==> src/rtl/pixel_unpacker.sv <==
// Dequeue-side word-to-pixel splitter: double-buffers upstream words and emits one
// registered pixel per clock-enable, most-significant pixel first, counting underflows.

module pixel_unpacker #(
    parameter int unsigned WORD_WIDTH  = 64,
    parameter int unsigned PIXEL_WIDTH = 16
) (
    input  logic                   clock,
    input  logic                   reset,
    input  logic                   io_enable,
    input  logic                   io_flush,
    input  logic                   io_deq_valid,
    output logic                   io_deq_ready,
    input  logic [WORD_WIDTH-1:0]  io_deq_bits,
    output logic                   io_pixel_valid,
    output logic [PIXEL_WIDTH-1:0] io_pixel_bits,
    output logic [15:0]            io_underflow_count
);

    localparam int unsigned RATIO = WORD_WIDTH / PIXEL_WIDTH;
    localparam int unsigned IDX_W = (RATIO > 1) ? $clog2(RATIO) : 1;
    localparam logic [IDX_W-1:0] LAST_IDX = IDX_W'(RATIO - 1);

    logic [WORD_WIDTH-1:0]  cur_q, cur_d;
    logic                   cur_valid_q, cur_valid_d;
    logic [IDX_W-1:0]       idx_q, idx_d;
    logic [WORD_WIDTH-1:0]  nxt_q, nxt_d;
    logic                   nxt_valid_q, nxt_valid_d;
    logic                   pix_valid_q, pix_valid_d;
    logic [PIXEL_WIDTH-1:0] pix_bits_q, pix_bits_d;
    logic [15:0]            uflow_cnt_q, uflow_cnt_d;

    logic                   deq_ready;
    logic                   accept;
    logic                   consume;
    logic                   last_consume;
    logic [PIXEL_WIDTH-1:0] cur_pixels [RATIO];

    // Index 0 maps to the most-significant slice of the word.
    always_comb begin
        for (int i = 0; i < int'(RATIO); i++) begin
            cur_pixels[i] = cur_q[(int'(RATIO) - 1 - i) * int'(PIXEL_WIDTH) +: PIXEL_WIDTH];
        end
    end

    always_comb begin
        deq_ready    = ~nxt_valid_q & ~io_flush & ~reset;
        accept       = io_deq_valid & deq_ready;
        consume      = io_enable & cur_valid_q & ~io_flush;
        last_consume = consume & (idx_q == LAST_IDX);
    end

    always_comb begin
        cur_d       = cur_q;
        cur_valid_d = cur_valid_q;
        idx_d       = idx_q;
        nxt_d       = nxt_q;
        nxt_valid_d = nxt_valid_q;
        pix_valid_d = pix_valid_q;
        pix_bits_d  = pix_bits_q;
        uflow_cnt_d = uflow_cnt_q;

        if (io_flush) begin
            cur_valid_d = 1'b0;
            nxt_valid_d = 1'b0;
            idx_d       = '0;
            pix_valid_d = 1'b0;
        end else begin
            if (io_enable) begin
                if (cur_valid_q) begin
                    pix_bits_d  = cur_pixels[idx_q];
                    pix_valid_d = 1'b1;
                    idx_d       = idx_q + IDX_W'(1);
                end else begin
                    pix_valid_d = 1'b0;
                    if (uflow_cnt_q != 16'hFFFF) begin
                        uflow_cnt_d = uflow_cnt_q + 16'd1;
                    end
                end
            end

            if (last_consume) begin
                idx_d = '0;
                if (nxt_valid_q) begin
                    cur_d       = nxt_q;
                    cur_valid_d = 1'b1;
                    nxt_d       = io_deq_bits;
                    nxt_valid_d = accept;
                end else if (accept) begin
                    cur_d       = io_deq_bits;
                    cur_valid_d = 1'b1;
                end else begin
                    cur_valid_d = 1'b0;
                end
            end else if (accept) begin
                // Never overwrite a valid word: fill whichever buffer is free.
                if (!cur_valid_q) begin
                    cur_d       = io_deq_bits;
                    cur_valid_d = 1'b1;
                    idx_d       = '0;
                end else begin
                    nxt_d       = io_deq_bits;
                    nxt_valid_d = 1'b1;
                end
            end
        end
    end

    always_ff @(posedge clock) begin
        if (reset) begin
            cur_q       <= '0;
            cur_valid_q <= 1'b0;
            idx_q       <= '0;
            nxt_q       <= '0;
            nxt_valid_q <= 1'b0;
            pix_valid_q <= 1'b0;
            pix_bits_q  <= '0;
            uflow_cnt_q <= '0;
        end else begin
            cur_q       <= cur_d;
            cur_valid_q <= cur_valid_d;
            idx_q       <= idx_d;
            nxt_q       <= nxt_d;
            nxt_valid_q <= nxt_valid_d;
            pix_valid_q <= pix_valid_d;
            pix_bits_q  <= pix_bits_d;
            uflow_cnt_q <= uflow_cnt_d;
        end
    end

    always_comb begin
        io_deq_ready       = deq_ready;
        io_pixel_valid     = pix_valid_q;
        io_pixel_bits      = pix_bits_q;
        io_underflow_count = uflow_cnt_q;
    end

endmodule
==> config.mk <==
export PLATFORM = sky130hd
export DESIGN_NAME = pixel_unpacker
export DESIGN_NICKNAME = d
export VERILOG_FILES = /design/src/rtl/pixel_unpacker.sv
export SDC_FILE = /design/constraint.sdc
export NUM_CORES = 1
export LEC_CHECK = 0
export CORE_MARGIN = 1
export CORE_UTILIZATION = 30
export DETAILED_ROUTE_END_ITERATION = 12
export SYNTH_ARGS = -nofsm -noshare
export SYNTH_HDL_FRONTEND = slang
export SYNTH_SLANG_ARGS = --single-unit
export TNS_END_PERCENT = 50
==> constraint.sdc <==
create_clock -name clock -period 3.3 [get_ports clock]
set_input_delay 0.66 -clock clock [delete_from_list [all_inputs] [get_ports clock]]
set_output_delay 0.66 -clock clock [all_outputs]
set_load 0.05 [all_outputs]
==> run summary, run 1 <==
Max-Cap Viols -> 0
type of element launching the critical path -> primary input
Switching Fraction -> 23.8%
syn_area_per_cell -> 8.64 um^2
Hold Path Class -> flop to flop
Final Critical Period -> 2.43 ns
post-layout net count -> 1,002
Post-Syn Nets -> 938
total of warnings raised by yosys -> 0
aggregate negative setup slack -> 0 ns
setup repair after global routing missed its margin -> no
Critical Path Sink Type -> flop
sink count of the clock tree -> 165
largest family of logic cells by synthesized area -> simple AND/OR/NAND/NOR gates
CTS clk-pin slew, worst paths -> 0.06 ns
xor/xnor cell area share of the yosys netlist -> 0.117%
Final Max Tran Viols -> 0
Root Buffer Master -> clkbuf_16
share of post-route cells with drive strength above 1 -> 14.4%
start-to-end type of the worst setup path -> primary input to flop
largest buffer count on any clock path -> 2
share of the synthesized area in the top cell type -> 44.1%
normalized max-slew margin -> 33.5%
switching power -> 1070 uW
count of unresolved DRC violations after routing -> 0
leakage -> 0.00302 uW
Synth Instances -> 867
number of cells on the worst hold path -> 2
I/O Buffers -> 102
total of cells resized after clock tree synthesis -> 0
number of post-CTS setup repair buffers -> 0
deepest level of the CTS H-tree -> 4
number of CTS-inserted buffers -> 17
period utilization -> 73.6%
drt via density -> 5.09
vias in the first global route -> 5,870
distinct cell type count of the synthesized netlist -> 43
die width -> 160 um
biggest fanout along the worst timing path -> 11
clock insertion delay at the later pin of the skew report -> 0.43 ns
most instantiated flip-flop cell in the synthesis netlist -> dfxtp_1
arithmetic-cell share of the synthesized area counting full adders, half adders and majority gates -> 0.334%
biggest area contributors in the synthesized netlist -> dfxtp_1, nand2_1, a311oi_2
worst setup slack for register-to-register paths -> 1.08 ns
Seq cells post-synth -> 165
first-pass GRT wire length -> 33.6 mm
# fillers -> 2,449
Post-synth ARST share -> 0%
via total after detailed routing -> 6,460
gr ovfl total -> 0
area fraction in and, or, nand and nor cells after synthesis -> 24.2%
clock tree from TritonCTS -> built
Worst Tran Pin Value -> 0.997 ns
antenna violations before repair -> 0
sequential area share after synthesis -> 44.1%
area leader, netlist -> dfxtp_1
Core Rows -> 57
CTS Hold Buffers Added -> 0
average wire per cell in the routed design -> 16.7 um
final hold vios -> 0
outcome -> completed
maximum vdd ir drop -> 0.262 mV
count of placed standard cells including taps -> 1,236
number of cells traversed by the worst register-to-register path -> 6
count of placed standard cells in the final layout, fillers left out -> 1,268
count of TritonRoute iterations in the first routing pass -> 7
share of power burned in registers -> 46.6%
core region area -> 24,400 um^2
worst setup skew after layout -> 0.0114 ns
Cell Int Power -> 3420 uW
number of synthesized flops with an enable pin -> 0
area growth from synthesis to layout -> 25.9%
count of final setup violators -> 0
Worst EP arrival -> 2.71 ns
Routed Wire Length -> 21.1 mm
summed instance area of the synthesized netlist -> 7490 um^2
die span in y -> 160 um
Post-DP HPWL -> 13.9 mm
data required time at the worst endpoint -> 3.58 ns
maximum operating frequency -> 0.412 GHz
pin count of the biggest net entering global routing -> 159
effective utilization at floorplan -> 30.7%
full die area -> 25,600 um^2
iteration-0 DRC count of the detailed router -> 644
Detail Route Antenna Nets -> 0
combinational power share -> 8.4%
library cell with the highest instance count after synthesis -> nand2_1
area fraction in compound gates after synthesis -> 20.8%
clock network power share -> 45.0%
GR Util All Layers -> 16.8%
fraction of synthesized area in multiplexers -> 5.10%
total power per unit cell area -> 476 nW/um^2
Synth top cells by count -> nand2_1, dfxtp_1, a21oi_1
routability cong. -> 0.807
antenna diode count -> 0
total design power -> 4490 uW
number of top-level design ports -> 103
cells by family (layout without fill, tap and decap cells):
| kind of cell | count (synthesis) | count (layout) |
|---|---|---|
| mux | 18 | 18 |
| xor+xnor | 1 | 1 |
| flops | 165 | 165 |
| buf+inv | 82 | 159 |
| compound gates | 183 | 183 |
| simple gates | 416 | 416 |
| fa+ha+maj | 2 | 2 |
path summary, 6_finish.rpt:
check / startpoint / end
worst max-delay path: io_enable / io_underflow_count[11]$_SDFFE_PP0P_
worst min-delay path: nxt_q[34]$_SDFFE_PP0P_ / nxt_q[34]$_SDFFE_PP0P_
worst max register to register: cur_valid_q$_SDFFE_PP0P_ / cur_pixels[34]$_SDFFE_PP0P_
worst min register to register: nxt_q[34]$_SDFFE_PP0P_ / nxt_q[34]$_SDFFE_PP0P_
final cells by class:
cell class | instances | area [um^2] | share of cell area [%]
clock buffer | 22 | 484 | 5.14
clock inverter | 10 | 121 | 1.29
inverter | 2 | 7.51 | 0.0796
tap | 324 | 405 | 4.30
multi-input combinational | 620 | 3800 | 40.3
sequential | 165 | 3300 | 35.0
timing repair buffer | 125 | 1310 | 13.8
critical path, stage by stage:
cell             delay [ns]
clkdlybuf4s50_1        0.73
or3b_1                 0.53
or4_1                  0.56
o21ai_1                0.14
o31ai_1                0.08
sequential cells by signal, indices dropped and copies added (netlist names):
signal	count
nxt_q	64
io_pixel_valid	1
cur_pixels	64
io_underflow_count	16
io_pixel_bits	16
cur_valid_q	1
idx_q	2
nxt_valid_q	1
stage by stage:
stage / setup WS [ns] / utilization [%] / hold WS, ns / cell area [um^2]
6_report: 0.873 / 38.7 / 0.450 / 9430
5_1_grt: 0.800 / 38.7 / 0.462 / 9430
4_1_cts: 0.904 / 38.7 / 0.452 / 9430
3_5_place_dp: 0.461 / 36.2 / 0.444 / 8820
3_3_place_gp: 0.471 / 36.2 / 0.438 / 8820
2_1_floorplan: 0.509 / - / 0.432 / 7490
layout by cell type, fill, tap and decap left out, drive strengths merged, types with 3 or more instances in the layout:
cell,instances
or4,4
buf,25
or3,8
and4,3
o31ai,4
nand3,72
dfxtp,165
nor2b,3
nand4,8
nor2,68
clkinvlp,3
a21oi,97
clkinv,4
nor3b,3
o21ai,10
mux4,16
nor3,7
nand2,228
clkbuf,22
nand3b,3
inv,3
a311oi,65
clkdlybuf4s50,100
power groups by stage:
stage / Clock (uW) / Combinational (uW) / Sequential, uW
2_1_floorplan: 0 / 224 / 2120
6_report: 2020 / 378 / 2090
4_1_cts: 2060 / 379 / 2090
3_5_place_dp: 0 / 379 / 2130
3_3_place_gp: 0 / 376 / 2130
5_1_grt: 2150 / 411 / 2090
routing by layer:
metal	part of all wire, %	global-route usage [%]	wire length [um]	vias up
met5	0	0	0	-
met4	1.7	5.80	369	0
met3	6.3	3.69	1340	25
met2	45	25.2	9580	188
met1	47	23.7	9840	3052
li1	-	-	-	3195
Power figures use the tool's default switching activity.
==> run 2: changes to the inputs <==
==> constraint.sdc (replaced) <==
create_clock -name clock -period 2.45 [get_ports clock]
set_input_delay 0.49 -clock clock [delete_from_list [all_inputs] [get_ports clock]]
set_output_delay 0.49 -clock clock [all_outputs]
set_load 0.05 [all_outputs]
==> run 2 against run 1 <==
Final cell count is 1.0% higher. Highest routed layer unchanged. Register-to-register slack worse by 0.62 ns. Critical endpoint is now io_underflow_count[4]. Sequential share of layout area is 0.43 points lower.
==> run summary, run 2 (same netlist as run 1, synthesis figures left out) <==
Core Rows -> 57 (unchanged)
hold slack final -> 0.450 ns (+0.000187 ns)
pre-CTS setup slack -> -0.0253 ns (-0.487 ns)
I/O Buffers -> 102 (unchanged)
CTS clk-pin slew, worst paths -> 0.06 ns (about the same)
sink count of the clock tree -> 165 (unchanged)
GR Util All Layers -> 16.7% (-0.086 points)
slack of the critical path -> 0.228 ns (-0.645 ns)
count of final setup violators -> 0 (unchanged)
largest buffer count on any clock path -> 2 (unchanged)
count of TritonRoute iterations in the first routing pass -> 5 (-2)
number of cells on the worst hold path -> 2 (unchanged)
iteration-0 DRC count of the detailed router -> 465 (-28%)
normalized max-slew margin -> 37.6% (+4.1 points)
start-to-end type of the worst setup path -> flop to output pin
# fillers -> 2,484 (+1.4%)
biggest fanout along the worst timing path -> 8 (-3)
most used cells in the layout excluding fill and tap cells -> nand2_1, dfxtp_1, clkdlybuf4s50_1
number of buffers and inverters on the critical path -> 1 (unchanged)
most common cell after layout, fill and taps aside -> nand2_1
post-layout net count -> 1,016 (+1.4%)
area growth from synthesis to layout -> 27.4%
period utilization -> 90.7%
maximum operating frequency -> 0.450 GHz
average wire per cell in the routed design -> 16.7 um (+0.23%)
number of CTS-inserted buffers -> 17 (unchanged)
pin count of the biggest net entering global routing -> 70 (-56%)
cell at the slowest stage of the critical path -> clkdlybuf4s50_1
Routed Wire Length -> 21.4 mm (+1.3%)
type of element launching the critical path -> flop
deepest level of the CTS H-tree -> 4 (unchanged)
area of placed instances -> 8940 um^2 (+1.4%)
endpoint of the most critical setup path -> io_underflow_count[4]
Final Critical Period -> 2.22 ns
reg-to-reg endpoint -> cur_pixels[20]$_SDFFE_PP0P_
cell count along the critical path -> 1 (-4)
antenna diode count -> 0 (unchanged)
routability cong. -> 0.774 (-4.1%)
die width -> 160 um (unchanged)
Final Max Tran Viols -> 0 (unchanged)
via total after detailed routing -> 6,550 (+1.4%)
effective utilization at floorplan -> 30.7% (unchanged)
Crit Reg-Reg Startpoint -> cur_valid_q$_SDFFE_PP0P_
full die area -> 25,600 um^2 (unchanged)
final hold vios -> 0 (unchanged)
worst setup skew after layout -> 0.00669 ns (-0.00467 ns)
total of cells resized after clock tree synthesis -> 0 (unchanged)
die span in y -> 160 um (unchanged)
share of post-route cells with drive strength above 1 -> 15.6% (+1.2 points)
cell family with the largest share of critical-path delay -> buffers and inverters
area of all placed cells without fillers -> 9550 um^2 (+1.2%)
total power per unit cell area -> 638 nW/um^2 (+34%)
setup repair after global routing missed its margin -> no
vias in the first global route -> 6,057 (+3.2%)
Worst EP arrival -> 1.73 ns (-0.98 ns)
maximum vdd ir drop -> 0.387 mV (+48%)
data required time at the worst endpoint -> 1.96 ns (-1.62 ns)
Max-Cap Viols -> 0 (unchanged)
drt via density -> 5.11 (+0.36%)
count of placed standard cells including taps -> 1,250 (+1.1%)
first-pass GRT wire length -> 33.3 mm (-0.94%)
Worst Tran Pin Value -> 0.936 ns (-0.0616 ns)
leakage -> 0.00310 uW (+2.6%)
Post-DP HPWL -> 14.6 mm (+5.2%)
CTS Hold Buffers Added -> 0 (unchanged)
aggregate negative setup slack -> 0 ns (unchanged)
Critical Path Sink Type -> output pin
crit-path max cell delay -> 0.85 ns (+0.12 ns)
antenna violations before repair -> 0 (unchanged)
series of cell instances along the critical path -> clkdlybuf4s50_1
Hold Path Class -> flop to flop
count of unresolved DRC violations after routing -> 0 (unchanged)
clock insertion delay at the later pin of the skew report -> 0.43 ns (about the same)
core region area -> 24,400 um^2 (unchanged)
outcome -> completed
count of placed standard cells in the final layout, fillers left out -> 1,281 (+1.0%)
number of cells traversed by the worst register-to-register path -> 4 (-2)
gr ovfl total -> 0 (unchanged)
number of top-level design ports -> 103 (unchanged)
CP Launch Point -> io_underflow_count[4]$_SDFFE_PP0P_
clock tree from TritonCTS -> built
worst setup slack for register-to-register paths -> 0.46 ns (-0.62 ns)
number of post-CTS setup repair buffers -> 0 (unchanged)
Root Buffer Master -> clkbuf_16
Detail Route Antenna Nets -> 0 (unchanged)
==> run 2: cell types whose count changed in the layout (fill, tap and decap cells not counted) <==
cell,delta
nor3_2,+1
clkinvlp_4,-2
buf_4,+13
bufinv_16,+1
clkbuf_1,+1
inv_8,-1
clkinv_4,-1
clkbuf_8,-1
nor3_1,-1
buf_12,+1
clkinv_2,+2
==> run 2: how the worst min path moves through the flow <==
| stage | from | endpoint |
|---|---|---|
| global route | nxt_q[16]$_SDFFE_PP0P_ | nxt_q[16]$_SDFFE_PP0P_ |
| CTS | nxt_q[36]$_SDFFE_PP0P_ | nxt_q[36]$_SDFFE_PP0P_ |
| floorplan | nxt_q[0]$_SDFFE_PP0P_ | nxt_q[0]$_SDFFE_PP0P_ |
| finish | nxt_q[18]$_SDFFE_PP0P_ | nxt_q[18]$_SDFFE_PP0P_ |
| detailed placement | nxt_q[36]$_SDFFE_PP0P_ | nxt_q[36]$_SDFFE_PP0P_ |
| global placement | nxt_q[21]$_SDFFE_PP0P_ | nxt_q[21]$_SDFFE_PP0P_ |
==> run 2: area by class of cell <==
type	count	area [um^2]	area share, %
clock buffer	22	474	4.97
clock inverter	9	126	1.32
inverter	2	7.51	0.0786
multi-input combinational	620	3800	39.9
sequential	165	3300	34.6
tap	324	405	4.25
timing repair buffer	139	1420	14.9
==> run 2: power breakdown <==
part	switching (uW)	total [uW]	leakage [uW]	internal [uW]
Combinational	273	525	0.00146	252
Sequential	63.0	2820	0.00134	2750
Clock	1080	2750	0.000296	1670
==> run 2: through the flow <==
stage	util, %	power [uW]
2_1_floorplan	-	3150
3_3_place_gp	36.7	3400
3_5_place_dp	36.7	3400
4_1_cts	39.1	6140
5_1_grt	39.1	6300
6_report	39.1	6090
==> run 2: routing by layer <==
metal,GRT usage [%],up-vias,wire (um)
li1,-,3226,-
met1,22.5,3081,10100
met2,24.6,199,9220
met3,4.57,44,1350
met4,7.92,0,752
met5,0,-,0
